<file path="config.mk">
export PLATFORM = sky130hd
export DESIGN_NAME = rpn_controlador
export DESIGN_NICKNAME = d
export VERILOG_FILES = /design/src/rtl/rpn_pkg.sv /design/src/rtl/rpn_pilha.sv /design/src/rtl/rpn_controlador.sv
export SDC_FILE = /design/constraint.sdc
export NUM_CORES = 1
export LEC_CHECK = 0
export ABC_AREA = 1
export BUFFER_PORTS_ARGS = -buffer_cell sky130_fd_sc_hd__buf_2
export CAP_MARGIN = 10
export CELL_PAD_IN_SITES_DETAIL_PLACEMENT = 1
export CELL_PAD_IN_SITES_GLOBAL_PLACEMENT = 1
export CORE_MARGIN = 2
export CORE_UTILIZATION = 41
export DETAILED_ROUTE_END_ITERATION = 6
export PLACE_DENSITY_LB_ADDON = 0.08
export SLEW_MARGIN = 20
export SYNTH_ARGS = -nofsm -noshare
export SYNTH_HDL_FRONTEND = slang
export SYNTH_SLANG_ARGS = --single-unit
</file>
<file path="constraint.sdc">
create_clock -name CLOCK -period 3.2 [get_ports CLOCK]
set_input_delay 0.32 -clock CLOCK [delete_from_list [all_inputs] [get_ports CLOCK]]
set_output_delay 0.32 -clock CLOCK [all_outputs]
set_load 0.05 [all_outputs]
</file>
<file path="src/rtl/rpn_pkg.sv">
// Shared encodings for the RPN sequencer: commands, ALU opcodes, FSM states.
// Latency: n/a (constants and pure functions only).
// Backpressure: n/a.
package rpn_pkg;

   localparam logic [1:0] CMD_PUSH  = 2'b00;
   localparam logic [1:0] CMD_OP    = 2'b01;
   localparam logic [1:0] CMD_DROP  = 2'b10;
   localparam logic [1:0] CMD_CLEAR = 2'b11;

   localparam logic [2:0] OP_ADD = 3'b000;
   localparam logic [2:0] OP_SUB = 3'b001;
   localparam logic [2:0] OP_AND = 3'b010;
   localparam logic [2:0] OP_OR  = 3'b011;
   localparam logic [2:0] OP_XOR = 3'b100;
   localparam logic [2:0] OP_NOT = 3'b101;

   typedef enum logic [1:0] {
      ST_IDLE = 2'd0,
      ST_EXEC = 2'd1,
      ST_WB   = 2'd2
   } state_t;

   // Unary ops consume only the top entry and rewrite it in place.
   function automatic logic is_unary(input logic [2:0] op);
      return op == OP_NOT;
   endfunction

   function automatic logic is_legal(input logic [2:0] op);
      case (op)
         OP_ADD, OP_SUB, OP_AND, OP_OR, OP_XOR, OP_NOT: return 1'b1;
         default:                                       return 1'b0;
      endcase
   endfunction

endpackage

</file>
<file path="src/rtl/rpn_pilha.sv">
// Operand stack storage: one write port, entry counter, combinational top/second reads.
// Latency: writes and count changes visible the cycle after the enable.
// Backpressure: none; the controller guarantees pointers stay within 0..DEPTH.
// Ports: core_clk/rst (sync, active-high), clr zeroes everything,
//        wr_en/wr_idx/wr_dat write one entry, cnt_inc/cnt_dec move the count,
//        count = valid entries, top_dat = entry[count-1], nxt_dat = entry[count-2] (0 if absent).
module rpn_pilha
   import rpn_pkg::*;
#(
   parameter int WIDTH = 8,
   parameter int DEPTH = 4,
   parameter int PTR_W = 3
) (
   input  logic             core_clk,
   input  logic             rst,
   input  logic             clr,
   input  logic             wr_en,
   input  logic [PTR_W-1:0] wr_idx,
   input  logic [WIDTH-1:0] wr_dat,
   input  logic             cnt_inc,
   input  logic             cnt_dec,
   output logic [PTR_W-1:0] count,
   output logic [WIDTH-1:0] top_dat,
   output logic [WIDTH-1:0] nxt_dat
);

   logic [WIDTH-1:0] mem [DEPTH];

   always_ff @(posedge core_clk) begin
      if (rst || clr) begin
         for (int i = 0; i < DEPTH; i++) mem[i] <= '0;
         count <= '0;
      end else begin
         // Index decode by compare keeps the pointer width independent of DEPTH.
         if (wr_en) begin
            for (int i = 0; i < DEPTH; i++) begin
               if (wr_idx == PTR_W'(i)) mem[i] <= wr_dat;
            end
         end
         if (cnt_inc && !cnt_dec)      count <= count + PTR_W'(1);
         else if (cnt_dec && !cnt_inc) count <= count - PTR_W'(1);
      end
   end

   always_comb begin
      top_dat = '0;
      nxt_dat = '0;
      for (int i = 0; i < DEPTH; i++) begin
         if (count == PTR_W'(i + 1)) top_dat = mem[i];
         if ((i + 2 <= DEPTH) && (count == PTR_W'(i + 2))) nxt_dat = mem[i];
      end
   end

endmodule

</file>
<file path="src/rtl/rpn_controlador.sv">
// RPN sequencer: owns the operand stack, feeds the ALU, writes results back, strobes the carry register.
// Latency: PUSH/DROP/CLEAR 1 cycle; OP 3 edges from accept to result on TOP (IDLE -> EXEC -> WB -> IDLE).
// Backpressure: READY low during EXEC and WB; IN_VALID in those cycles is dropped, not queued.
// Ports: CLOCK, RESET (sync, active-high); IN_VALID/IN_CMD/IN_DATA/IN_OPCODE command in, READY out;
//        ALU_A/ALU_B/ALU_OP to the ALU, ALU_RESULT back (ALU_COUT goes straight to the carry register);
//        CARRY_EN strobe, TOP/COUNT stack view, ERR_OVF/ERR_UNF/ERR_OPC error flags.
// Build option RPN_ERR_STICKY_EN: error flags hold until CLEAR/RESET instead of pulsing one cycle.
module rpn_controlador
   import rpn_pkg::*;
#(
   parameter int WIDTH = 8,
   parameter int DEPTH = 4,
   parameter int PTR_W = 3
) (
   input  logic             CLOCK,
   input  logic             RESET,
   input  logic             IN_VALID,
   input  logic [1:0]       IN_CMD,
   input  logic [WIDTH-1:0] IN_DATA,
   input  logic [2:0]       IN_OPCODE,
   output logic             READY,
   output logic [WIDTH-1:0] ALU_A,
   output logic [WIDTH-1:0] ALU_B,
   output logic [2:0]       ALU_OP,
   input  logic [WIDTH-1:0] ALU_RESULT,
   input  logic             ALU_COUT,
   output logic             CARRY_EN,
   output logic [WIDTH-1:0] TOP,
   output logic [PTR_W-1:0] COUNT,
   output logic             ERR_OVF,
   output logic             ERR_UNF,
   output logic             ERR_OPC
);

   state_t           state, state_nxt;

   logic             accept;
   logic             full, empty, enough, op_go;
   logic [PTR_W-1:0] need;

   logic             stk_clr, stk_wr_en, stk_inc, stk_dec;
   logic [PTR_W-1:0] stk_wr_idx;
   logic [WIDTH-1:0] stk_wr_dat;
   logic [WIDTH-1:0] stk_top, stk_nxt;

   logic             ovf_set, unf_set, opc_set, err_clr;

   // Carry-out bypasses this block entirely; it is wired to the carry register D input.
   logic             alu_cout_unused;
   assign alu_cout_unused = ALU_COUT;

   assign accept = IN_VALID && READY;
   assign full   = (COUNT == PTR_W'(DEPTH));
   assign empty  = (COUNT == '0);
   assign need   = is_unary(IN_OPCODE) ? PTR_W'(1) : PTR_W'(2);
   assign enough = (COUNT >= need);
   assign op_go  = accept && (IN_CMD == CMD_OP) && is_legal(IN_OPCODE) && enough;

   // ---- FSM: state register ----
   always_ff @(posedge CLOCK) begin
      if (RESET) state <= ST_IDLE;
      else       state <= state_nxt;
   end

   // ---- FSM: next state ----
   always_comb begin
      state_nxt = state;
      case (state)
         ST_IDLE: if (op_go) state_nxt = ST_EXEC;
         ST_EXEC: state_nxt = ST_WB;
         ST_WB:   state_nxt = ST_IDLE;
         default: state_nxt = ST_IDLE;
      endcase
   end

   // ---- FSM: outputs and stack control ----
   always_comb begin
      READY      = (state == ST_IDLE);
      CARRY_EN   = (state == ST_WB);
      stk_clr    = 1'b0;
      stk_wr_en  = 1'b0;
      stk_wr_idx = '0;
      stk_wr_dat = '0;
      stk_inc    = 1'b0;
      stk_dec    = 1'b0;
      case (state)
         ST_IDLE: begin
            if (accept) begin
               case (IN_CMD)
                  CMD_PUSH: begin
                     if (!full) begin
                        stk_wr_en  = 1'b1;
                        stk_wr_idx = COUNT;
                        stk_wr_dat = IN_DATA;
                        stk_inc    = 1'b1;
                     end
                  end
                  CMD_DROP:  stk_dec = !empty;
                  CMD_CLEAR: stk_clr = 1'b1;
                  default:   ;
               endcase
            end
         end
         ST_WB: begin
            // Binary ops collapse two entries into one at the old second slot.
            stk_wr_en  = 1'b1;
            stk_wr_dat = ALU_RESULT;
            if (is_unary(ALU_OP)) begin
               stk_wr_idx = COUNT - PTR_W'(1);
            end else begin
               stk_wr_idx = COUNT - PTR_W'(2);
               stk_dec    = 1'b1;
            end
         end
         default: ;
      endcase
   end

   // ALU operands are captured at accept and held through EXEC and WB.
   always_ff @(posedge CLOCK) begin
      if (RESET) begin
         ALU_A  <= '0;
         ALU_B  <= '0;
         ALU_OP <= '0;
      end else if (op_go) begin
         ALU_OP <= IN_OPCODE;
         ALU_B  <= stk_top;
         ALU_A  <= is_unary(IN_OPCODE) ? '0 : stk_nxt;
      end
   end

   // ---- error flags ----
   always_comb begin
      ovf_set = accept && (IN_CMD == CMD_PUSH) && full;
      // Illegal opcode wins over underflow, so underflow only counts for legal ops.
      opc_set = accept && (IN_CMD == CMD_OP) && !is_legal(IN_OPCODE);
      unf_set = accept && (((IN_CMD == CMD_DROP) && empty) ||
                           ((IN_CMD == CMD_OP) && is_legal(IN_OPCODE) && !enough));
      err_clr = accept && (IN_CMD == CMD_CLEAR);
   end

   always_ff @(posedge CLOCK) begin
      if (RESET) begin
         ERR_OVF <= 1'b0;
         ERR_UNF <= 1'b0;
         ERR_OPC <= 1'b0;
      end else begin
`ifdef RPN_ERR_STICKY_EN
         if (err_clr) begin
            ERR_OVF <= 1'b0;
            ERR_UNF <= 1'b0;
            ERR_OPC <= 1'b0;
         end else begin
            ERR_OVF <= ERR_OVF | ovf_set;
            ERR_UNF <= ERR_UNF | unf_set;
            ERR_OPC <= ERR_OPC | opc_set;
         end
`else
         // Pulse mode: a flag is high only in the cycle after its command; CLEAR sets none.
         ERR_OVF <= ovf_set && !err_clr;
         ERR_UNF <= unf_set && !err_clr;
         ERR_OPC <= opc_set && !err_clr;
`endif
      end
   end

   rpn_pilha #(
      .WIDTH (WIDTH),
      .DEPTH (DEPTH),
      .PTR_W (PTR_W)
   ) u_pilha (
      .core_clk (CLOCK),
      .rst      (RESET),
      .clr      (stk_clr),
      .wr_en    (stk_wr_en),
      .wr_idx   (stk_wr_idx),
      .wr_dat   (stk_wr_dat),
      .cnt_inc  (stk_inc),
      .cnt_dec  (stk_dec),
      .count    (COUNT),
      .top_dat  (stk_top),
      .nxt_dat  (stk_nxt)
   );

   assign TOP = stk_top;

endmodule

</file>
After elaboration in Yosys (flattened, before gate mapping)
Memory sizes are Yosys's and may differ from the RTL's.
Cells that the tools add are included.
{ "classes": {"addsub": 3, "magnitude_cmp": 1, "eq_ne": 19, "muxes": 57, "bitwise_logic": 4, "n_reduce_logical": 32} }
{ "op_table": {"columns": ["cell", "count"], "rows": [
  ["two-way mux 8 bit", 15],
  ["two-way mux 1 bit", 29],
  ["equality test 3 x 2 -> 1 bit, second input constant", 6],
  ["two-way mux 3 bit", 6],
  ["logical AND 1 bit", 17],
  ["one-hot mux 8 bit (2 select lines)", 1],
  ["equality test 3 bit, second input constant", 4],
  ["equality test 3 x 1 -> 1 bit, second input constant", 3],
  ["logical NOT 3 bit", 3],
  ["equality test 2 bit, second input constant", 3],
  ["logical NOT 1 bit", 6],
  ["one-hot mux 3 bit (2 select lines)", 1],
  ["OR reduction 6 bit", 1],
  ["equality test 2 x 1 -> 1 bit, second input constant", 2],
  ["logical NOT 2 bit", 2],
  ["two-way mux 2 bit", 2],
  ["OR 1 bit", 4],
  ["one-hot mux 1 bit (2 select lines)", 2],
  ["one-hot mux 2 bit (2 select lines)", 1],
  ["adder 3 x 1 -> 3 bit, second input constant", 1],
  ["greater-or-equal comparator 3 x 2 -> 1 bit", 1],
  ["subtractor 3 x 1 -> 3 bit, second input constant", 1],
  ["subtractor 3 x 2 -> 3 bit, second input constant", 1],
  ["logical OR 1 bit", 2],
  ["other kinds (2)", 2]
]} }
{ "word_totals": {"ff_bits": 27, "ram_bits": 32, "input_bits": 25, "mem_count": 1} }
{ "memory_table": {"columns": ["memory", "words", "word_bits", "read_ports", "rd_ports_with_merged_regs", "wr", "line", "rtl"], "rows": [
  ["u_pilha.mem", 4, 8, 4, 0, 4, "rpn_pilha.sv:27", "logic [WIDTH-1:0] mem [DEPTH];"]
]} }

Depth between registers and ports, before layout
{ "logic_depth": {"word_depth": 11, "ltp_mapped": 11, "mapped_depth_nobuf": 11} }

Hierarchy
From an unflattened synthesis, not the netlist that was laid out.
{ "unflattened": {"hier_cells": 470, "area_unflattened_um2": 3418.3} }
{ "by_module_without_submodules": {"columns": ["mod", "n_inst", "cells_per_inst", "area_per_inst_um2", "seq_area_each_um2"], "rows": [
  ["rpn_pilha", 1, 254, 2019.4, 1021.0],
  ["rpn_controlador", 1, 216, 1398.8, 480.5]
]} }

Worst setup path after synthesis
OpenSTA, ideal clock, no wires.
{ "synth_timing": {"path_type": "register to register", "from": "register u_pilha.count[0]", "to": "memory u_pilha.mem[3][0], enable pin", "setup_time_ns": 0.384, "arrival_time_ns": 2.373, "required_time_ns": 2.816, "setup_slack_ns": 0.443, "path_stages_with_launch": 10, "n_path_buf": 0, "synth_period_minus_slack_ns": 2.757, "path_cell_list": "dfxtp_1 > inv_1 > ha_1 > nand2_4 > inv_2 > nor2_1 > nand3_1 > nand2_2 > nand2_1 > o21ai_0"} }
{ "synth_rtl": {"columns": ["item", "line", "rtl"], "rows": [
  ["start, declared", "rpn_pilha.sv:22", "output logic [PTR_W-1:0] count,"],
  ["start signal, assigned", "rpn_pilha.sv:40", "if (cnt_inc && !cnt_dec) count <= count + PTR_W'(1);"],
  ["start signal, assigned", "rpn_pilha.sv:41", "else if (cnt_dec && !cnt_inc) count <= count - PTR_W'(1);"],
  ["end, declared", "rpn_pilha.sv:27", null]
]} }

Worst setup path after layout
{ "layout_timing": {"from": "register u_pilha.count[0]", "to": "output port TOP[2]"} }
{ "layout_between": {"elab_chain_len": 5, "elab_cells_between_ends": 8, "cone_classes": "eq/ne (4); mux (4)"} }
{ "layout_lines": {"columns": ["item", "line", "rtl"], "rows": [
  ["equality test 3 x 1 -> 1 bit", "rpn_pilha.sv:49", "if (count == PTR_W'(i + 1)) top_dat = mem[i];"],
  ["two-way mux 8 bit (3 in a row)", "rpn_pilha.sv:49", null],
  ["two-way mux 8 bit (*)", "rpn_pilha.sv:49", null],
  ["end, declared", "rpn_controlador.sv:28", "output logic [WIDTH-1:0] TOP,"]
]} }
Every way passes the cells marked *; elsewhere a longest branch is shown, timed or not.

==> metrics.md <==
| Metric | Value |
|---|---|
| Die height | around 91 microns |
| Switching Share | 0.322 |
| CP endpoint kind | primary output |
| Setup repair after global routing missed its margin | no |
| Syn Inst Count | roughly 380 |
| Synthesized cell area | just over 3000 sq um |
| Synth warn | 0 |
| DP HPWL | 6.11 mm |
| CP arrival | 2.51 ns |
| CP max FO | 16 |
| Via Count | roughly 2,700 |
| Vias in the first global route | roughly 2,600 |
| CTS HTree Levels | 3 |
| Type of the worst min-delay path | primary input to flip-flop |
| Inst Count DP | 522 |
| Min Tclk post-route | 2.83 ns |
| Core area | about 7300 sq um |
| Most frequent cells in the layout | 76 x nand2_1, 63 x nor2_1, 58 x buf_2 |
| Comb power frac | 0.172 |
| GP Congestion | 0.867 |
| Startpoint Class | flip-flop |
| CTS Buf Count | 9 |
| Setup-failing EPs final | 0 |
| Ports | 60 |
| Overflow after GRT | 0 |
| Status | completed |
| Commonest non-fill, non-tap cell in the layout | nand2_1 |
| Required time of the critical path | 2.88 ns |
| Initial drt markers | 129 |
| Drt pass-1 iters | 4 |
| Post-route DRC | 0 |
| Max-slew headroom | 0.647 |
| Cell Pwr Density | between 500 and 600 nW/um^2 |
| Synth unique cells | 37 |
| FF+latch count, synth | 59 |
| Post-Route Skew | between 0.01 and 0.015 ns |
| Largest net degree at the start of global routing | 36 |
| # rows | 31 |
| Final hold vios | 0 |
| Routed vias/inst | between 5 and 6 |
| Layout area overhead | 18.4% |
| Switching pwr | just over 600 uW |
| Share of the yosys chip area belonging to registers | 0.482 |
| Post-CTS Setup Inserts | 0 |
| First-pass GRT wire length | around 13 mm |
| Worst slew pin tran | around 0.53 ns |
| Initial Util | 0.427 |
| Layout cells sized above 1 | 0.239 |
| Maximum clock rate | around 350 MHz |
| Clock power share | 0.375 |
| Seq pwr share | 0.453 |
| Max-Cap Viols | 0 |
| Root Buffer | clkbuf_8 |
| TritonCTS Sinks | between 50 and 60 |
| ANT nets after route | 0 |
| Clock Latency Late Sink | between 0.3 and 0.4 ns |
| Die W | approximately 91 microns |
| N_diodes | 0 |
| Slew Viols, Final | 0 |
| WL/cell | 14.6 microns |
| Number of nets in the layout | approximately 470 |
| Peak VDD IR | about 210 uV |
| Syn_area_per_cell | 8.31 sq um |
| Fin util | 0.506 |
| Initial antenna violation count | 0 |
| CTS Hold Bufs | 0 |
| Leak pwr | 0.00159 uW |
| Fill cells | 928 |
| Internal power | roughly 1300 uW |
| Final WS setup | between 0.3 and 0.4 ns |
| Pre-CTS setup slack | a little under 0.7 ns |
| CTS tree | done |
| CP Class | flip-flop to primary output |
| Syn_nets | around 400 |
| Post-CTS resize count | 0 |
| CTS Buffer Depth | 2 |
| Gr usage total | 0.200 |
| Final Cycle Share | 0.883 |
| Clock transition at path regs | about 0.070 ns |
| Routed wire length | between 7 and 8 mm |
| Setup TNS | 0 ns |
| Finished Layout Cells | approximately 540 |
| Die area | between 8000 and 9000 sq um |
| IO Port Bufs | 58 |
[sequential cells by signal (all words and copies together) (netlist names)]
register,count
ERR_UNF,1
ALU_B,8
ALU_A,8
ERR_OPC,1
state,2
ALU_OP,3
ERR_OVF,1
u_pilha.mem,32
u_pilha.count,3
[power groups by stage]
stage               combinational [uW]  sequential [uW]  clock, uW
finish                             326              859        712
global placement                   321              874          0
floorplan                          219              895          0
detailed placement                 328              876          0
global route                       359              863        755
CTS                                329              859        729
[Yosys cell counts, drive strengths merged]
master,instances,area [sq um]
nand3,31,160
a22oi,2,15.0
o21ai,13,65.1
clkbuf,6,22.5
xor2,1,8.76
o21a,1,7.51
nand2,80,320
nor4b,1,8.76
nor4,1,6.26
nor2,70,300
or2,2,12.5
o22ai,8,50.1
a31oi,7,43.8
a221oi,1,8.76
nand4,6,97.6
dfxtp,27,541
clkinv,1,3.75
nor3,2,21.3
a21oi,34,170
inv,30,113
edfxtp,32,961
buf,7,45.0
a211oi,2,15.0
nand3b,1,7.51
ha,9,113
[worst max-delay path: stages (launching register included)]
cell and delay [ns]:
dfxtp_1 0.40, inv_1 0.22, ha_1 0.19, clkinv_1 0.25
nor2_4 0.37, nand2_1 0.09, a21oi_1 0.15, o22ai_1 0.13
inv_1 0.08, buf_2 0.25
[worst paths after layout]
check	start	end	cells after the start	slack [ns]
setup / recovery	u_pilha.count[0]	TOP[2]	9	0.37
hold / removal	IN_OPCODE[0]	ALU_OP[0]	3	0.23
setup reg to reg	u_pilha.count[0]	u_pilha.mem[3][6]	10	0.70
hold reg to reg	ALU_A[3]	ALU_A[3]	2	0.47
[final cells by class]
type                    instances  area (sq um)  share of cell area
flip-flops and latches         59          1500               0.407
clock inverters                 7          81.3              0.0220
clock buffers                   9           124              0.0336
inverters                      31           116              0.0315
repair buffers                 61           313              0.0847
multi-input cells             272          1430               0.388
well taps                      99           124              0.0336
[through the flow]
step / power (uW) / area, sq um / hold WS, ns
6_report: 1900 / 3690 / 0.231
3_3_place_gp: 1200 / 3490 / 0.452
4_1_cts: 1920 / 3690 / 0.225
2_1_floorplan: 1110 / 3120 / 0.397
3_5_place_dp: 1200 / 3490 / 0.459
5_1_grt: 1980 / 3690 / 0.227
[layer usage]
layer  part of all wire  track usage
met1               0.50        0.282
met2               0.43        0.298
met3              0.048       0.0390
met4              0.018       0.0859
met5                  0            0
[cell families after synthesis]
family,synth area share
compound gates,0.120
xor+xnor,0.00281
buf+inv,0.0590
simple gates,0.300
flops,0.482
fa+ha+maj,0.0361
No activity file was read; power rests on OpenSTA's default activity.
